File: config.mk
export PLATFORM = sky130hd
export DESIGN_NAME = puf_eval_ctrl
export DESIGN_NICKNAME = d
export VERILOG_FILES = /design/src/rtl/puf_pkg.sv /design/src/rtl/puf_majority3.sv /design/src/rtl/puf_eval_ctrl.sv
export SDC_FILE = /design/constraint.sdc
export NUM_CORES = 1
export LEC_CHECK = 0
export CAP_MARGIN = 20
export CORE_UTILIZATION = 40
export CTS_CLUSTER_SIZE = 10
export DETAILED_ROUTE_END_ITERATION = 12
export PLACE_DENSITY = 0.81
export SLEW_MARGIN = 20
export SYNTH_ARGS = -nofsm -noshare
export SYNTH_HDL_FRONTEND = slang
export SYNTH_HIERARCHICAL = 1
export SYNTH_SLANG_ARGS = --single-unit
File: constraint.sdc
create_clock -name clk -period 1.9 [get_ports clk]
set_clock_uncertainty 0.15 [all_clocks]
set_input_delay 0.38 -clock clk [delete_from_list [all_inputs] [get_ports clk]]
set_output_delay 0.38 -clock clk [all_outputs]
set_load 0.005 [all_outputs]
File: src/rtl/puf_pkg.sv
// Shared types and constants for the ring-oscillator PUF evaluation block.
package puf_pkg;

    typedef enum logic [2:0] {
        IDLE,
        CLEAR,
        RUN,
        SAMPLE,
        DONE
    } puf_state_t;

    localparam int DEFAULT_WINDOW = 240;
    localparam int DEFAULT_RESP_W = 16;
    localparam int PASSES         = 3;

endpackage

File: src/rtl/puf_majority3.sv
// Bitwise 2-of-3 vote across three PUF response samples.
module puf_majority3 #(
    parameter int W = 16
) (
    input  logic [0:W-1] a,
    input  logic [0:W-1] b,
    input  logic [0:W-1] c,
    output logic [0:W-1] y
);

    assign y = (a & b) | (a & c) | (b & c);

endmodule

File: src/rtl/puf_eval_ctrl.sv
// RO PUF evaluation sequencer: clear, count window, sample, hand off.
// Build with PUF_MAJORITY_VOTE_EN for three passes and a 2-of-3 vote.
module puf_eval_ctrl
    import puf_pkg::*;
#(
    parameter int WINDOW = DEFAULT_WINDOW,
    parameter int RESP_W = DEFAULT_RESP_W
) (
    input  logic            clk,
    input  logic            Reset,
    input  logic            start,
    input  logic            abort,
    input  logic [0:RESP_W-1] resp_in,
    input  logic            ack,
    output logic            ro_en,
    output logic            cnt_clr,
    output logic [0:7]      count,
    output logic            busy,
    output logic            valid,
    output logic [0:RESP_W-1] response
);

    localparam logic [0:7] WIN = 8'(WINDOW);

    puf_state_t        state;
    logic              last_pass;
    logic [0:RESP_W-1] final_resp;

`ifdef PUF_MAJORITY_VOTE_EN
    logic [1:0]        pass_idx;
    logic [0:RESP_W-1] pass0;
    logic [0:RESP_W-1] pass1;

    // Third pass is voted directly from resp_in, so only two are stored.
    puf_majority3 #(
        .W(RESP_W)
    ) u_vote (
        .a(pass0),
        .b(pass1),
        .c(resp_in),
        .y(final_resp)
    );

    assign last_pass = (pass_idx == 2'(PASSES - 1));
`else
    assign final_resp = resp_in;
    assign last_pass  = 1'b1;
`endif

    always_ff @(posedge clk or posedge Reset) begin
        if (Reset) begin
            state    <= IDLE;
            ro_en    <= 1'b0;
            cnt_clr  <= 1'b0;
            count    <= '0;
            busy     <= 1'b0;
            valid    <= 1'b0;
            response <= '0;
`ifdef PUF_MAJORITY_VOTE_EN
            pass_idx <= '0;
            pass0    <= '0;
            pass1    <= '0;
`endif
        end else if (abort && state inside {CLEAR, RUN, SAMPLE}) begin
            state   <= IDLE;
            ro_en   <= 1'b0;
            cnt_clr <= 1'b0;
            count   <= '0;
            busy    <= 1'b0;
            valid   <= 1'b0;
`ifdef PUF_MAJORITY_VOTE_EN
            pass_idx <= '0;
            pass0    <= '0;
            pass1    <= '0;
`endif
        end else begin
            unique case (state)
                IDLE: begin
                    if (start) begin
                        state   <= CLEAR;
                        cnt_clr <= 1'b1;
                        busy    <= 1'b1;
                        count   <= '0;
                    end
                end
                CLEAR: begin
                    state   <= RUN;
                    cnt_clr <= 1'b0;
                    ro_en   <= 1'b1;
                    count   <= '0;
                end
                RUN: begin
                    if (count == WIN) begin
                        state <= SAMPLE;
                        ro_en <= 1'b0;
                    end else begin
                        count <= count + 8'd1;
                    end
                end
                SAMPLE: begin
                    if (last_pass) begin
                        state    <= DONE;
                        valid    <= 1'b1;
                        count    <= '0;
                        response <= final_resp;
`ifdef PUF_MAJORITY_VOTE_EN
                        pass_idx <= '0;
`endif
                    end else begin
                        state   <= CLEAR;
                        cnt_clr <= 1'b1;
                        count   <= '0;
`ifdef PUF_MAJORITY_VOTE_EN
                        if (pass_idx == 2'd0) pass0 <= resp_in;
                        else                  pass1 <= resp_in;
                        pass_idx <= pass_idx + 2'd1;
`endif
                    end
                end
                DONE: begin
                    if (ack) begin
                        state <= IDLE;
                        valid <= 1'b0;
                        busy  <= 1'b0;
                    end
                end
                default: begin
                    state <= IDLE;
                    ro_en <= 1'b0;
                    busy  <= 1'b0;
                    valid <= 1'b0;
                end
            endcase
        end
    end

endmodule
# --- Word-level counts from Yosys, hierarchy flattened ---
# Cells that the tools add are included.
totals:
  ff_bits: 31
  input_bits: 21
  wordCells: 57
op_classes:
  n_mux: 20
  n_bitwise: 1
  add_sub_neg: 1
  reduce_logical: 16
  eq_ne: 12
op_table:
  columns: ["operator", "count"]
  rows:
  - ["8-bit two-way mux", 3]
  - ["8-bit one-hot mux with 3 select lines", 1]
  - ["3-bit one-hot mux with 5 select lines", 1]
  - ["3-bit two-way mux", 4]
  - ["3-bit != test (second input constant)", 3]
  - ["1-bit one-hot mux with 3 select lines", 3]
  - ["3-bit AND reduction", 3]
  - ["3-bit OR reduction", 3]
  - ["8-bit by 1-bit adder with 8-bit output (second input constant)", 1]
  - ["8-bit == test (second input constant)", 1]
  - ["2-bit AND reduction", 4]
  - ["1-bit two-way mux", 7]
  - ["3-bit by 2-bit == test with 1-bit output (second input constant)", 2]
  - ["2-bit by 1-bit != test with 1-bit output (second input constant)", 3]
  - ["3-bit nonzero test", 2]
  - ["4-bit nonzero test", 1]
  - ["3-bit by 1-bit == test with 1-bit output (second input constant)", 1]
  - ["3-bit == test (second input constant)", 1]
  - ["3-bit logical NOT", 1]
  - ["3-bit by 1-bit != test with 1-bit output (second input constant)", 1]
  - ["1-bit one-hot mux with 2 select lines", 1]
  - ["2-bit OR reduction", 1]
  - ["1-bit logical AND", 1]
  - ["1-bit inverter", 1]

# --- Depth between registers and ports, before layout ---
logic_depth:
  ltp_word: 5
  depth_mapped: 6
  depth_no_buf: 5

# --- Worst setup path after synthesis ---
# OpenSTA, ideal clock, no wires.
synth_path:
  kind: "reg-to-reg"
  start: "register count[7] in the netlist's numbering"
  end: "register count[6] in the netlist's numbering"
  setup_time_ps: 126
  n_path_buf: 0
  path_stages_with_launch: 6
  period_less_slack_ps: 1631
  setup_slack_ps: 269
  arrival_time_ps: 1356
  cell_sequence: "dfrtp_1 -> inv_1 -> ha_1 -> and4bb_2 -> and4_1 -> a221o_1"
synth_between:
  elab_chain_len: 4
  word_cells_on_any_way: 7
  classes_between: "add/sub: 1; eq/ne: 2; mux: 3; reduce/logical: 1"
synth_rtl:
  columns: ["item", "line_no", "source"]
  rows:
  - ["start, declared", "puf_eval_ctrl.sv:17", "output logic [0:7] count,"]
  - ["start signal, assigned", "puf_eval_ctrl.sv:97", "count <= count + 8'd1;"]
  - ["8-bit by 1-bit adder with 8-bit output", "puf_eval_ctrl.sv:97", null]
  - ["8-bit two-way mux", "puf_eval_ctrl.sv:93", "if (count == WIN) begin"]
  - ["8-bit one-hot mux with 3 select lines", "puf_eval_ctrl.sv:77", "unique case (state)"]
  - ["8-bit two-way mux", "puf_eval_ctrl.sv:64", "end else if (abort && state inside {CLEAR, RUN, SAMPLE}) begin"]
# Several ways; a longest one is shown, not always the timed one. The select of a mux whose other input is x is not followed.
# A chain may end at the register's enable or synchronous reset.

# --- Final worst setup path ---
layout_path:
  start: "input port abort"
  end: "register count[2] in the netlist's numbering"
layout_between:
  elab_chain_len: 3
  word_cells_on_any_way: 6
  classes_between: "eq/ne: 2; mux: 1; reduce/logical: 3"
layout_rtl:
  columns: ["item", "line_no", "source"]
  rows:
  - ["start, declared", "puf_eval_ctrl.sv:12", "input logic abort,"]
  - ["1-bit logical AND (*)", "puf_eval_ctrl.sv:64", null]
  - ["3-bit != test (no source line) / 4-bit nonzero test (equally long branches)", null, null]
  - ["3-bit AND reduction (no source line)", null, null]
# Every way passes the cells marked *; elsewhere a longest branch is shown, timed or not.

==> metrics.txt <==
status=finished clean; final WL=3080 um; cell count after synthesis=~120; share of cells above drive strength 1=0.235; gpl congestion=around 0.80; largest net degree at the start of global routing=32; Min-Delay Path Class=in2async; Setup-failing EPs final=0; crit path DAT=~1.9 ns; via count=~1200; boundary pin count=49; CP required=a little under 2 ns; DR WL/cell=around 14 um; htree depth=2; syn avg cell area=approximately 13 sq um; die area=roughly 4100 sq um; placed insts=220; peak supply drop=about 0.64 mV; YS warnings=6; number of synthesized flops with an enable pin=0; Core ar.=approximately 3700 sq um; Final Cell Area=around 2200 sq um; Max-Cap Viols=0; placed inst area=about 2100 sq um; Cell Pwr Density=about 1200 nW/um^2; diode count=0; Die Y=roughly 64 um; fin nets=between 200 and 250; first drt pass iteration count=4; final std cells w/o fill=227; Syn Nets=between 100 and 150; Post-CTS Setup Inserts=0; PortBufs=48; RSZ-0062 raised after global routing=no; sequential area share after synthesis=0.510; hold violation count in the final report=0; drt first-iter violations=35; CTS tree=done; global-route wire length before repair=about 5300 um; Period minus WS final=between 1.5 and 2 ns; CTS Hold Bufs=0; Tcrit/Tclk final=0.957; crit path max fanout=6; GR Overflow Total=0; worst-margin pin slew=between 0.3 and 0.4 ns; width of the chip=roughly 64 um; Tot GR Track Use=0.168; Total Power=approximately 2.7 mW; Synth area leaders=dfrtp_1 (51%), mux2_4 (7.9%), mux2_2 (5.9%); fin. max-slew vios=0; CP endpoint kind=register; Post-route DRC=0; Resize count post-CTS=0; CTS clk-pin slew, worst paths=about 0.060 ns; CP Launch Type=primary input; Rows=22; post-synthesis cell area=between 1500 and 2000 sq um; Top FF cell, synth=dfrtp_1; Max Root-Sink Buffers=2; area of the multi-input gates=about 670 sq um; post-synth top area cell=dfrtp_1; Max-Slew Margin vs Limit=0.751; CP Class=in2reg; Yosys top cell area share=0.510; Util after Layout=0.608; unique cell type count in the Yosys netlist=41; DR vias/cell=between 5 and 6; Hold Worst Slack=0.342 ns; CTS Sinks=31; Layout fillers=around 290; area grow syn2layout=46.3%; vias in the first global route=about 1200; clk_lat worst skew=around 0.28 ns; Yosys reg bits=31; Leakage=between 0.9 and 1 nW; Routed Antenna Nets=0; Post-DP HPWL=around 2300 um; Initial Util=0.415; Root Driver=clkbuf_8; sequential cell area=between 700 and 800 sq um; initial antenna violation count=0; TritonCTS Buffers=5; Async SR Flop Fraction=1.00; Max Freq=around 550 MHz
## placed cells by master (no fill, tap or decap), drive strengths merged, types with 2 or more instances in the layout
cell type       n
a211o           3
a21o            3
a21oi           3
a221o           2
a22o            2
a31oi           2
and3            2
and4            2
buf            11
clkbuf          6
clkdlybuf4s50  48
dfrtp          31
ha              2
inv             8
mux2           16
nand2           2
nand3           3
nor2            5
nor3            6
o21ai           3
xnor2           2
## state kept, by name, summed over array words and instances, names as in the netlist
name      flops
busy          1
cnt_clr       1
count         8
response     16
ro_en         1
state         3
valid         1
## cell usage after synthesis, types with 3 or more instances
| cell type | n |
|---|---|
| mux2_2 | 8 |
| dfrtp_1 | 31 |
| nand3_1 | 3 |
| inv_1 | 8 |
| nor2_1 | 5 |
| o21ai_0 | 3 |
| nor3_1 | 6 |
| a21o_1 | 3 |
| a211o_1 | 3 |
| mux2_4 | 8 |
## critical path, cell delays in order
cell	delay, ns
clkdlybuf4s50_1	0.53
or4b_4	0.58
a211o_1	0.30
o211ai_2	0.07
## final timing paths
check / start / end / slack, ns / cells past startpoint
max in group asynchronous: Reset / count[3]$_DFFE_PP0P_ / 0.98 / 3
min in group clk: count[0]$_DFFE_PP0P_ / count[0]$_DFFE_PP0P_ / 0.35 / 1
worst max-delay path: abort / count[2]$_DFFE_PP0P_ / 0.08 / 4
worst min-delay path: Reset / state[1]$_DFFE_PP0P_ / 0.34 / 3
worst min register to register: count[0]$_DFFE_PP0P_ / count[0]$_DFFE_PP0P_ / 0.35 / 1
worst max register to register: count[7]$_DFFE_PP0P_ / count[6]$_DFFE_PP0P_ / 0.17 / 5
## metal layers
metal  wire [um]  vias to the layer above  track usage
met1        1330                      569        0.200
met3         180                        2       0.0543
met5           0                        -            0
li1            -                      554            -
met2        1560                       42        0.290
met4          11                        0       0.0398
## through the flow
step / worst slack, ns / TNS, ns
3_5_place_dp: -0.205 / -3.63
6_report: 0.0815 / 0
3_3_place_gp: -0.186 / -3.17
5_1_grt: 0.0439 / 0
4_1_cts: 0.0823 / 0
2_1_floorplan: 0.269 / 0
## power breakdown
part           total, mW  switching, mW  internal [mW]
registers           1.04          0.158          0.885
logic               1.06          0.333          0.729
clock network      0.605          0.222          0.384
## cell families (layout without fill, tap and decap cells)
family / Yosys count / in the layout / share of synthesized area
XOR/XNOR: 2 / 2 / 0.0115
flip-flops: 31 / 31 / 0.510
multiplexers: 16 / 16 / 0.138
adder cells (fa/ha/maj): 2 / 2 / 0.0165
buffers and inverters: 14 / 74 / 0.0502
AO/OA/AOI/OAI: 26 / 26 / 0.144
AND/OR/NAND/NOR: 28 / 28 / 0.129
## final cells by class
class | count | share of cell area
Tap cell | 48 | 0.0270
Clock buffer | 6 | 0.0326
Multi-Input combinational cell | 74 | 0.300
Clock inverter | 1 | 0.0135
Timing Repair Buffer | 59 | 0.264
Inverter | 8 | 0.0135
Sequential cell | 31 | 0.349
Power figures use the tool's default switching activity.
